==> src/rtl/mysticm_input_cond.sv <==
// Input conditioning for the Mystic Marathon williams2 core: debounce,
// opposing-direction cleanup, pause latch and coin pulse shaping.
module mysticm_input_cond #(
    parameter int DEBOUNCE_CYC = 12000,
    parameter int COIN_PULSE   = 600000,
    parameter int COIN_GAP     = 600000
) (
    input  logic        clk_sys,
    input  logic        reset,
    input  logic [15:0] joy,
    output logic        btn_right,
    output logic        btn_left,
    output logic        btn_down,
    output logic        btn_up,
    output logic        btn_trigger,
    output logic        btn_start_1,
    output logic        btn_start_2,
    output logic        btn_coin,
    output logic        paused,
    output logic        coin_busy
);

    localparam int DB_W = $clog2(DEBOUNCE_CYC + 1);
    localparam int CMAX = (COIN_PULSE > COIN_GAP) ? COIN_PULSE : COIN_GAP;
    localparam int CW   = $clog2(CMAX + 1);

    localparam logic [DB_W-1:0] DB_END    = DB_W'(DEBOUNCE_CYC - 1);
    localparam logic [CW-1:0]   PULSE_END = CW'(COIN_PULSE - 1);
    localparam logic [CW-1:0]   GAP_END   = CW'(COIN_GAP - 1);

    typedef enum logic [1:0] {
        IDLE,
        PULSE,
        GAP,
        RELEASE
    } coin_st_e;

    logic [8:0]            raw;
    logic                  unused_hi;

    logic [8:0]            db_q, db_d;
    logic [8:0][DB_W-1:0]  db_cnt_q, db_cnt_d;
    logic [1:0]            prev_q, prev_d;
    logic                  paused_q, paused_d;
    logic [6:0]            btn_q, btn_d;
    coin_st_e              st_q, st_d;
    logic [CW-1:0]         cnt_q, cnt_d;
    logic                  coin_q, coin_d;

    logic                  pause_rise;
    logic                  coin_rise;
    logic                  lr_x;
    logic                  ud_x;

    assign raw       = joy[8:0];
    assign unused_hi = ^joy[15:9];

    always_comb begin
        db_d     = db_q;
        db_cnt_d = db_cnt_q;
        for (int i = 0; i < 9; i++) begin
            if (raw[i] == db_q[i]) begin
                db_cnt_d[i] = '0;
            end else if (db_cnt_q[i] == DB_END) begin
                db_d[i]     = raw[i];
                db_cnt_d[i] = '0;
            end else begin
                db_cnt_d[i] = db_cnt_q[i] + DB_W'(1);
            end
        end
    end

    // Edges are taken on the debounced level, one cycle after it settles.
    assign prev_d     = db_q[8:7];
    assign pause_rise = db_q[8] & ~prev_q[1];
    assign coin_rise  = db_q[7] & ~prev_q[0];
    assign paused_d   = paused_q ^ pause_rise;

    assign lr_x = db_q[0] & db_q[1];
    assign ud_x = db_q[2] & db_q[3];

    always_comb begin
        btn_d    = '0;
        btn_d[0] = db_q[0] & ~lr_x;
        btn_d[1] = db_q[1] & ~lr_x;
        btn_d[2] = db_q[2] & ~ud_x;
        btn_d[3] = db_q[3] & ~ud_x;
        btn_d[4] = db_q[4];
        btn_d[5] = db_q[5];
        btn_d[6] = db_q[6];
        if (paused_q) begin
            btn_d = '0;
        end
    end

    // The coin FSM sees the pre-toggle pause value.
    always_comb begin
        st_d   = st_q;
        cnt_d  = cnt_q;
        coin_d = 1'b0;
        unique case (st_q)
            IDLE: begin
                if (coin_rise && !paused_q) begin
                    st_d   = PULSE;
                    cnt_d  = '0;
                    coin_d = 1'b1;
                end
            end
            PULSE: begin
                if (cnt_q == PULSE_END) begin
                    st_d  = GAP;
                    cnt_d = '0;
                end else begin
                    cnt_d  = cnt_q + CW'(1);
                    coin_d = 1'b1;
                end
            end
            GAP: begin
                if (cnt_q == GAP_END) begin
                    st_d = RELEASE;
                end else begin
                    cnt_d = cnt_q + CW'(1);
                end
            end
            RELEASE: begin
                if (!db_q[7]) begin
                    st_d = IDLE;
                end
            end
            default: st_d = IDLE;
        endcase
    end

    always_ff @(posedge clk_sys) begin
        if (reset) begin
            db_q     <= '0;
            db_cnt_q <= '0;
            prev_q   <= '0;
            paused_q <= 1'b0;
            btn_q    <= '0;
            st_q     <= IDLE;
            cnt_q    <= '0;
            coin_q   <= 1'b0;
        end else begin
            db_q     <= db_d;
            db_cnt_q <= db_cnt_d;
            prev_q   <= prev_d;
            paused_q <= paused_d;
            btn_q    <= btn_d;
            st_q     <= st_d;
            cnt_q    <= cnt_d;
            coin_q   <= coin_d;
        end
    end

    assign btn_right   = btn_q[0];
    assign btn_left    = btn_q[1];
    assign btn_down    = btn_q[2];
    assign btn_up      = btn_q[3];
    assign btn_trigger = btn_q[4];
    assign btn_start_1 = btn_q[5];
    assign btn_start_2 = btn_q[6];
    assign btn_coin    = coin_q;
    assign paused      = paused_q;
    assign coin_busy   = (st_q != IDLE);

endmodule

==> config.mk <==
export PLATFORM = sky130hd
export DESIGN_NAME = mysticm_input_cond
export DESIGN_NICKNAME = d
export VERILOG_FILES = /design/src/rtl/mysticm_input_cond.sv
export SDC_FILE = /design/constraint.sdc
export NUM_CORES = 1
export LEC_CHECK = 0
export ABC_CLOCK_PERIOD_IN_PS = 4470
export CAP_MARGIN = 10
export CORE_ASPECT_RATIO = 0.7
export CORE_MARGIN = 5
export CORE_UTILIZATION = 48
export DETAILED_ROUTE_END_ITERATION = 7
export PLACE_DENSITY = 0.74
export SLEW_MARGIN = 20
export SYNTH_ARGS = -nofsm -noshare
export SYNTH_HDL_FRONTEND = slang
export SYNTH_SLANG_ARGS = --single-unit
==> constraint.sdc <==
create_clock -name clk_sys -period 4.47 [get_ports clk_sys]
set_clock_uncertainty 0.1 [all_clocks]
set_input_delay 0.6705 -clock clk_sys [delete_from_list [all_inputs] [get_ports clk_sys]]
set_output_delay 0.6705 -clock clk_sys [all_outputs]
set_load 0.05 [all_outputs]
==> impl_metrics.ini, run 1 <==
[floorplan]
initial_core_util_pct = 49.01
die_x_um = 156.5
die-area_um2 = 17620
num_io_pins = 28
row_count = 37
die_y_um = 112.6
core_um2 = 14720

[clocking]
cts_resized = 0
post-cts-setup-buffers = 0
cts_tree = done
cts_made_buffers = 17
clockBufferDepth = 2
clock-root-buffer = clkbuf_16
clock_latency_ps = 420
clk_pin_slew_ps = 60
cts.sinks = 168
postCtsHoldBufs = 0
cts-htree-levels = 4

[drt]
avgViaCountPerCell = 5.010
dr.pass1.iters = 4
drt-initial-drc-count = 260
final_antenna_net_count = 0
drt-total-wl_mm = 12.59
route.detailed.wl_per_inst_um = 12.01
vias = 5251
drcViolationCount = 0

[setup_path]
crit_type = reg2out
worstPathRequired_ps = 3700
worstPathArrival_ps = 2180
startpoint_type = register
end_kind = output port
reg2reg_from = paused
cp_max_fo = 7
startpoint = st_q[0]

[finish]
multi_input_area_um2 = 3671
fin_area_um2 = 8250
regArea_um2 = 3363
fillers = 1271
final_common_cell = nor2_1
drive_gt1_share_pct = 5.275
final_nets = 873
diodes = 0
final_cell_mix = nor2_1 (185), dfxtp_1 (168), xor2_1 (70), xnor2_1 (61), nand3_1 (60)
utilization_pct = 56.04
area.growth.synth_to_final_pct = 14.34

[timing]
period_share_pct = 65.98
worst_pin_slew_ps = 834.8
finalSetupViolCount = 0
finalHoldViolCount = 0
final.setup.worst_slack_ps = 1521
maxSlewHeadroom_pct = 44.17
period_minus_slack_ps = 2949
fmax_ghz = 0.3391
rsz0062_at_grt = false
slew_violations = 0
holdWs_ps = 358.8
fin_setup_tns_ps = 0

[pwr]
peakVddDrop_mv = 0.2303
powerDensity_nw_per_um2 = 393.9
leakage_nw = 2.857

[synth]
synth-edff-count = 0
async_flop_share_pct = 0
yosysSeqAreaShare_pct = 46.61
syn_area_um2 = 7216
synth_nets = 851
synth_top_flop_cell = dfxtp_1
netlist_instances = 818
syn_area_per_cell_um2 = 8.821
ys_types = 43
ys_seq_elements = 168
yosysWarnings = 0

[min_path]
hp-start = db_cnt_q[0]
hp-class = reg2reg

[placed_design]
placed_area_um2 = 7587
gp_congestion = 0.7987
dp_hpwl_mm = 8.523
io_buffer_count = 20
pre_cts_ws_ps = 1586

[global_route]
antenna_found_initial = 0
grt_first_pass_wirelength_mm = 21.70
grt_pass1_vias = 4656
grt_use_total_pct = 14.77
grt_overflow = 0
grt_max_degree = 21

[status]
status = finished, final reports clean

[flow_run]
drv_cap = 0
==> cell type report <==
cell class                 instances  share of cell area (%)
inverter                          25                   1.137
clock buffer                      20                   5.657
sequential                       168                   40.76
tap                              195                   2.957
timing repair buffer              22                   2.608
clock inverter                    12                   2.381
multi-input combinational        606                   44.50
==> flip-flops by register name, summed over array words and instances, names as in the netlist <==
register / cells
db_cnt_q: 126
cnt_q: 20
db_q: 9
btn_q: 7
prev_q: 2
st_q: 2
btn_coin: 1
paused: 1
==> cells by family (layout without fill, tap and decap cells) <==
family | after synthesis | in the layout | synth area share (%)
adder cells (fa/ha/maj) | 15 | 15 | 2.601
multiplexers | 10 | 10 | 1.387
XOR/XNOR | 131 | 131 | 15.90
AO/OA/AOI/OAI | 31 | 31 | 3.416
flip-flops | 168 | 168 | 46.61
AND/OR/NAND/NOR | 419 | 419 | 27.57
buffers and inverters | 44 | 79 | 2.514
==> power breakdown <==
part / leakage, nW / internal (mW) / switching, mW
registers: 1.36 / 1.51 / 0.0116
logic: 1.18 / 0.0386 / 0.0697
clock network: 0.318 / 1.03 / 0.586
total: 2.86 / 2.58 / 0.668
==> Yosys cell counts, types with 2 or more instances <==
cell type | count | share of area (%)
a21oi_1 | 9 | 0.62
nand3_1 | 60 | 4.2
xor2_1 | 70 | 8.5
or2_2 | 5 | 0.43
o31ai_1 | 4 | 0.42
and2_1 | 7 | 0.61
dfxtp_1 | 168 | 47
nand4_1 | 21 | 1.8
nor2_1 | 185 | 9.6
o2111ai_1 | 2 | 0.24
o21ai_0 | 2 | 0.14
nor2b_1 | 6 | 0.52
or4_1 | 4 | 0.42
ha_1 | 15 | 2.6
and3_1 | 25 | 2.2
nor4b_1 | 11 | 1.3
buf_6 | 2 | 0.31
xnor2_1 | 61 | 7.4
o211ai_1 | 5 | 0.52
or3_1 | 7 | 0.61
nor4_1 | 4 | 0.35
and4_1 | 4 | 0.49
nand2b_1 | 5 | 0.43
nor3_1 | 18 | 1.2
inv_1 | 25 | 1.3
nand2_1 | 52 | 2.7
mux2i_1 | 10 | 1.4
clkbuf_1 | 16 | 0.83
==> worst paths after layout <==
check	endpoint	slack, ps	depth (start not counted)
max	coin_busy	1520	4
min	db_cnt_q[0]	360	1
max reg2reg	cnt_q[11]	1990	5
min reg2reg	db_cnt_q[0]	360	1
==> metal layers <==
layer  vias to the layer above  global-route usage [%]  part of all wire [%]
li1                       2775                       -                     -
met1                      2390                   21.59                    55
met2                        76                   20.83                    41
met3                        10                   4.432                   3.7
met4                         0                   4.451                  0.99
met5                         -                       0                     0
==> worst max-delay path: stages (launching register included) <==
cell	delay (ps)
dfxtp_1	400
inv_1	110
ha_1	330
inv_1	120
clkdlybuf4s50_1	800
==> metrics by stage <==
step | std cells | power, mW
floorplan | 818 | 1.628
global placement | 1016 | 1.661
detailed placement | 1016 | 1.662
CTS | 1048 | 3.285
global route | 1048 | 3.367
finish | 1048 | 3.250
Note: power is estimated with default switching activity, not from simulation.
==> inputs of run 2 (changes only) <==
--- a/config.mk
+++ b/config.mk
@@ -5,7 +5,7 @@
 export SDC_FILE = /design/constraint.sdc
 export NUM_CORES = 1
 export LEC_CHECK = 0
-export ABC_CLOCK_PERIOD_IN_PS = 4470
+export ABC_CLOCK_PERIOD_IN_PS = 3000
 export CAP_MARGIN = 10
 export CORE_ASPECT_RATIO = 0.7
 export CORE_MARGIN = 5
==> constraint.sdc (replaced) <==
create_clock -name clk_sys -period 3 [get_ports clk_sys]
set_clock_uncertainty 0.1 [all_clocks]
set_input_delay 0.45 -clock clk_sys [delete_from_list [all_inputs] [get_ports clk_sys]]
set_output_delay 0.45 -clock clk_sys [all_outputs]
set_load 0.05 [all_outputs]
==> run 2 against run 1 <==
Count of clock-buffer cells in the layout increased by 2. Utilization decreased by 0.085 points. Worst setup slack got worse by 1200 ps. Non-clock buffer count unchanged. Sequential share of layout area increased by 0.062 points. Routed wire length increased by 0.54%. Power increased by 47%. Critical path type unchanged. Largest cell class unchanged. Highest routed layer unchanged.
==> impl_metrics.ini, run 2 (synthesis results as in run 1) <==
[drt]
dr.pass1.iters = 4
avgViaCountPerCell = 5.008
vias = 5248
drcViolationCount = 0
met1_length_mm = 6.860
wl_met2_mm = 5.301
drt-initial-drc-count = 234
final_antenna_net_count = 0
top_layer = met4
drt-total-wl_mm = 12.66
route.detailed.wl_per_inst_um = 12.08
wl_met3_um = 385

[clocking]
clockBufferDepth = 2
cts-htree-levels = 4
cts_tree = done
clk_pin_slew_ps = 60
cts_made_buffers = 17
clock-root-buffer = clkbuf_16
clock_latency_ps = 420
cts_resized = 0
cts.sinks = 168
post-cts-setup-buffers = 0
postCtsHoldBufs = 0

[placed_design]
gp_congestion = 0.8045
pre_cts_ws_ps = 624.8
dp_hpwl_mm = 8.525
placed_cells = 1016
io_buffer_count = 20

[global_route]
grt_use_total_pct = 14.59
antenna_found_initial = 0
grt_max_degree = 34
grt_pass1_vias = 4836
grt_overflow = 0
grt_first_pass_wirelength_mm = 21.60

[pwr]
finalPower_mw = 4.785
leakage_nw = 2.851
peakVddDrop_mv = 0.3191
powerDensity_nw_per_um2 = 580.9

[floorplan]
core_um2 = 14720
num_io_pins = 28
initial_core_util_pct = 49.01
die_x_um = 156.5
die_y_um = 112.6
row_count = 37
die-area_um2 = 17620

[timing]
holdWs_ps = 361.4
maxSlewHeadroom_pct = 50.93
worst_pin_slew_ps = 731.6
fmax_ghz = 0.3716
final.setup.worst_slack_ps = 308.9
finalHoldViolCount = 0
finalSetupViolCount = 0
period_share_pct = 89.70
period_minus_slack_ps = 2691
fin_setup_tns_ps = 0
slew_violations = 0
rsz0062_at_grt = false

[finish]
final_common_cell = nor2_1
largest_reg_flops = 126
fillers = 1279
instances_no_fill = 1048
final_nets = 873
final_cell_mix = nor2_1 (185), dfxtp_1 (168), xor2_1 (70), xnor2_1 (61), nand3_1 (60)
diodes = 0
reg_top3 = db_cnt_q: 126 flops, cnt_q: 20 flops, db_q: 9 flops
area.growth.synth_to_final_pct = 14.17
regArea_um2 = 3363
drive_gt1_share_pct = 5.158
multi_input_area_um2 = 3671
regMostFlops = db_cnt_q

[setup_path]
cp_max_fo = 7
crit_chain = inv_1, ha_1, inv_1, clkdlybuf4s50_1
path_buf_inv = 3
startpoint_type = register
end_kind = output port
worstPathArrival_ps = 2140
crit_type = reg2out
worstPathRequired_ps = 2450
reg2regPathDepth = 5
cp_common_cell = inv_1
reg2reg_slack_ps = 570
cp.depth = 4
worst_path_largest_cell_delay_ps = 800
path_delay_family = buffers and inverters
cp_slowest_cell = clkdlybuf4s50_1
critPathCapture = coin_busy
regToRegEndpoint = cnt_q[18]
reg2reg_from = paused
startpoint = st_q[0]

[status]
status = finished, final reports clean

[flow_run]
drv_cap = 0

[min_path]
hp-class = reg2reg
run 2: cell type report:
type / count / share of cell area [%]
Clock inverter: 10 / 2.020
Clock buffer: 22 / 5.878
Tap cell: 195 / 2.962
Timing Repair Buffer: 22 / 2.612
Sequential cell: 168 / 40.83
Multi-Input combinational cell: 606 / 44.56
Inverter: 25 / 1.139
run 2: power breakdown:
group / leakage (nW) / internal (mW) / switching, mW
registers: 1.36 / 2.25 / 0.0163
logic: 1.18 / 0.0589 / 0.103
clock network: 0.313 / 1.49 / 0.872
total: 2.85 / 3.79 / 0.992
run 2: worst register-to-register path, cell delays in order (launching register included):
cell	delay (ps)
dfxtp_1	410
or3b_1	540
a2111oi_4	500
o21ai_2	200
or4_1	440
a21oi_1	170
run 2: through the flow:
stage,area (um^2),utilization (%)
CTS,8238,55.96
detailed placement,7587,51.54
global route,8238,55.96
floorplan,7216,-
global placement,7587,51.54
finish,8238,55.96
run 2: worst min path at each step:
| stage | startpoint | end | slack [ps] | cells after the start |
|---|---|---|---|---|
| after detailed placement | db_cnt_q[28] | db_cnt_q[28] | 350 | 1 |
| after floorplan | db_cnt_q[0] | db_cnt_q[0] | 320 | 1 |
| after global placement | db_cnt_q[0] | db_cnt_q[0] | 340 | 1 |
| after global routing | db_cnt_q[84] | db_cnt_q[84] | 390 | 1 |
| after CTS | db_cnt_q[28] | db_cnt_q[28] | 370 | 1 |
| final | db_cnt_q[98] | db_cnt_q[98] | 360 | 1 |
run 2: routing by layer:
metal  global-route usage, %  vias up
met5                       0        -
met2                   22.09       57
met1                   20.42     2405
li1                        -     2774
met4                   4.855        0
met3                   3.507       12
==> inputs of run 3 (changes only) <==
--- a/config.mk
+++ b/config.mk
@@ -12,6 +12,7 @@
 export CORE_UTILIZATION = 48
 export DETAILED_ROUTE_END_ITERATION = 7
 export PLACE_DENSITY = 0.74
+export SKIP_LAST_GASP = 1
 export SLEW_MARGIN = 20
 export SYNTH_ARGS = -nofsm -noshare
 export SYNTH_HDL_FRONTEND = slang
==> results of run 3 <==
Same layout as run 2: the final DEF is identical, and so are final timing and power.
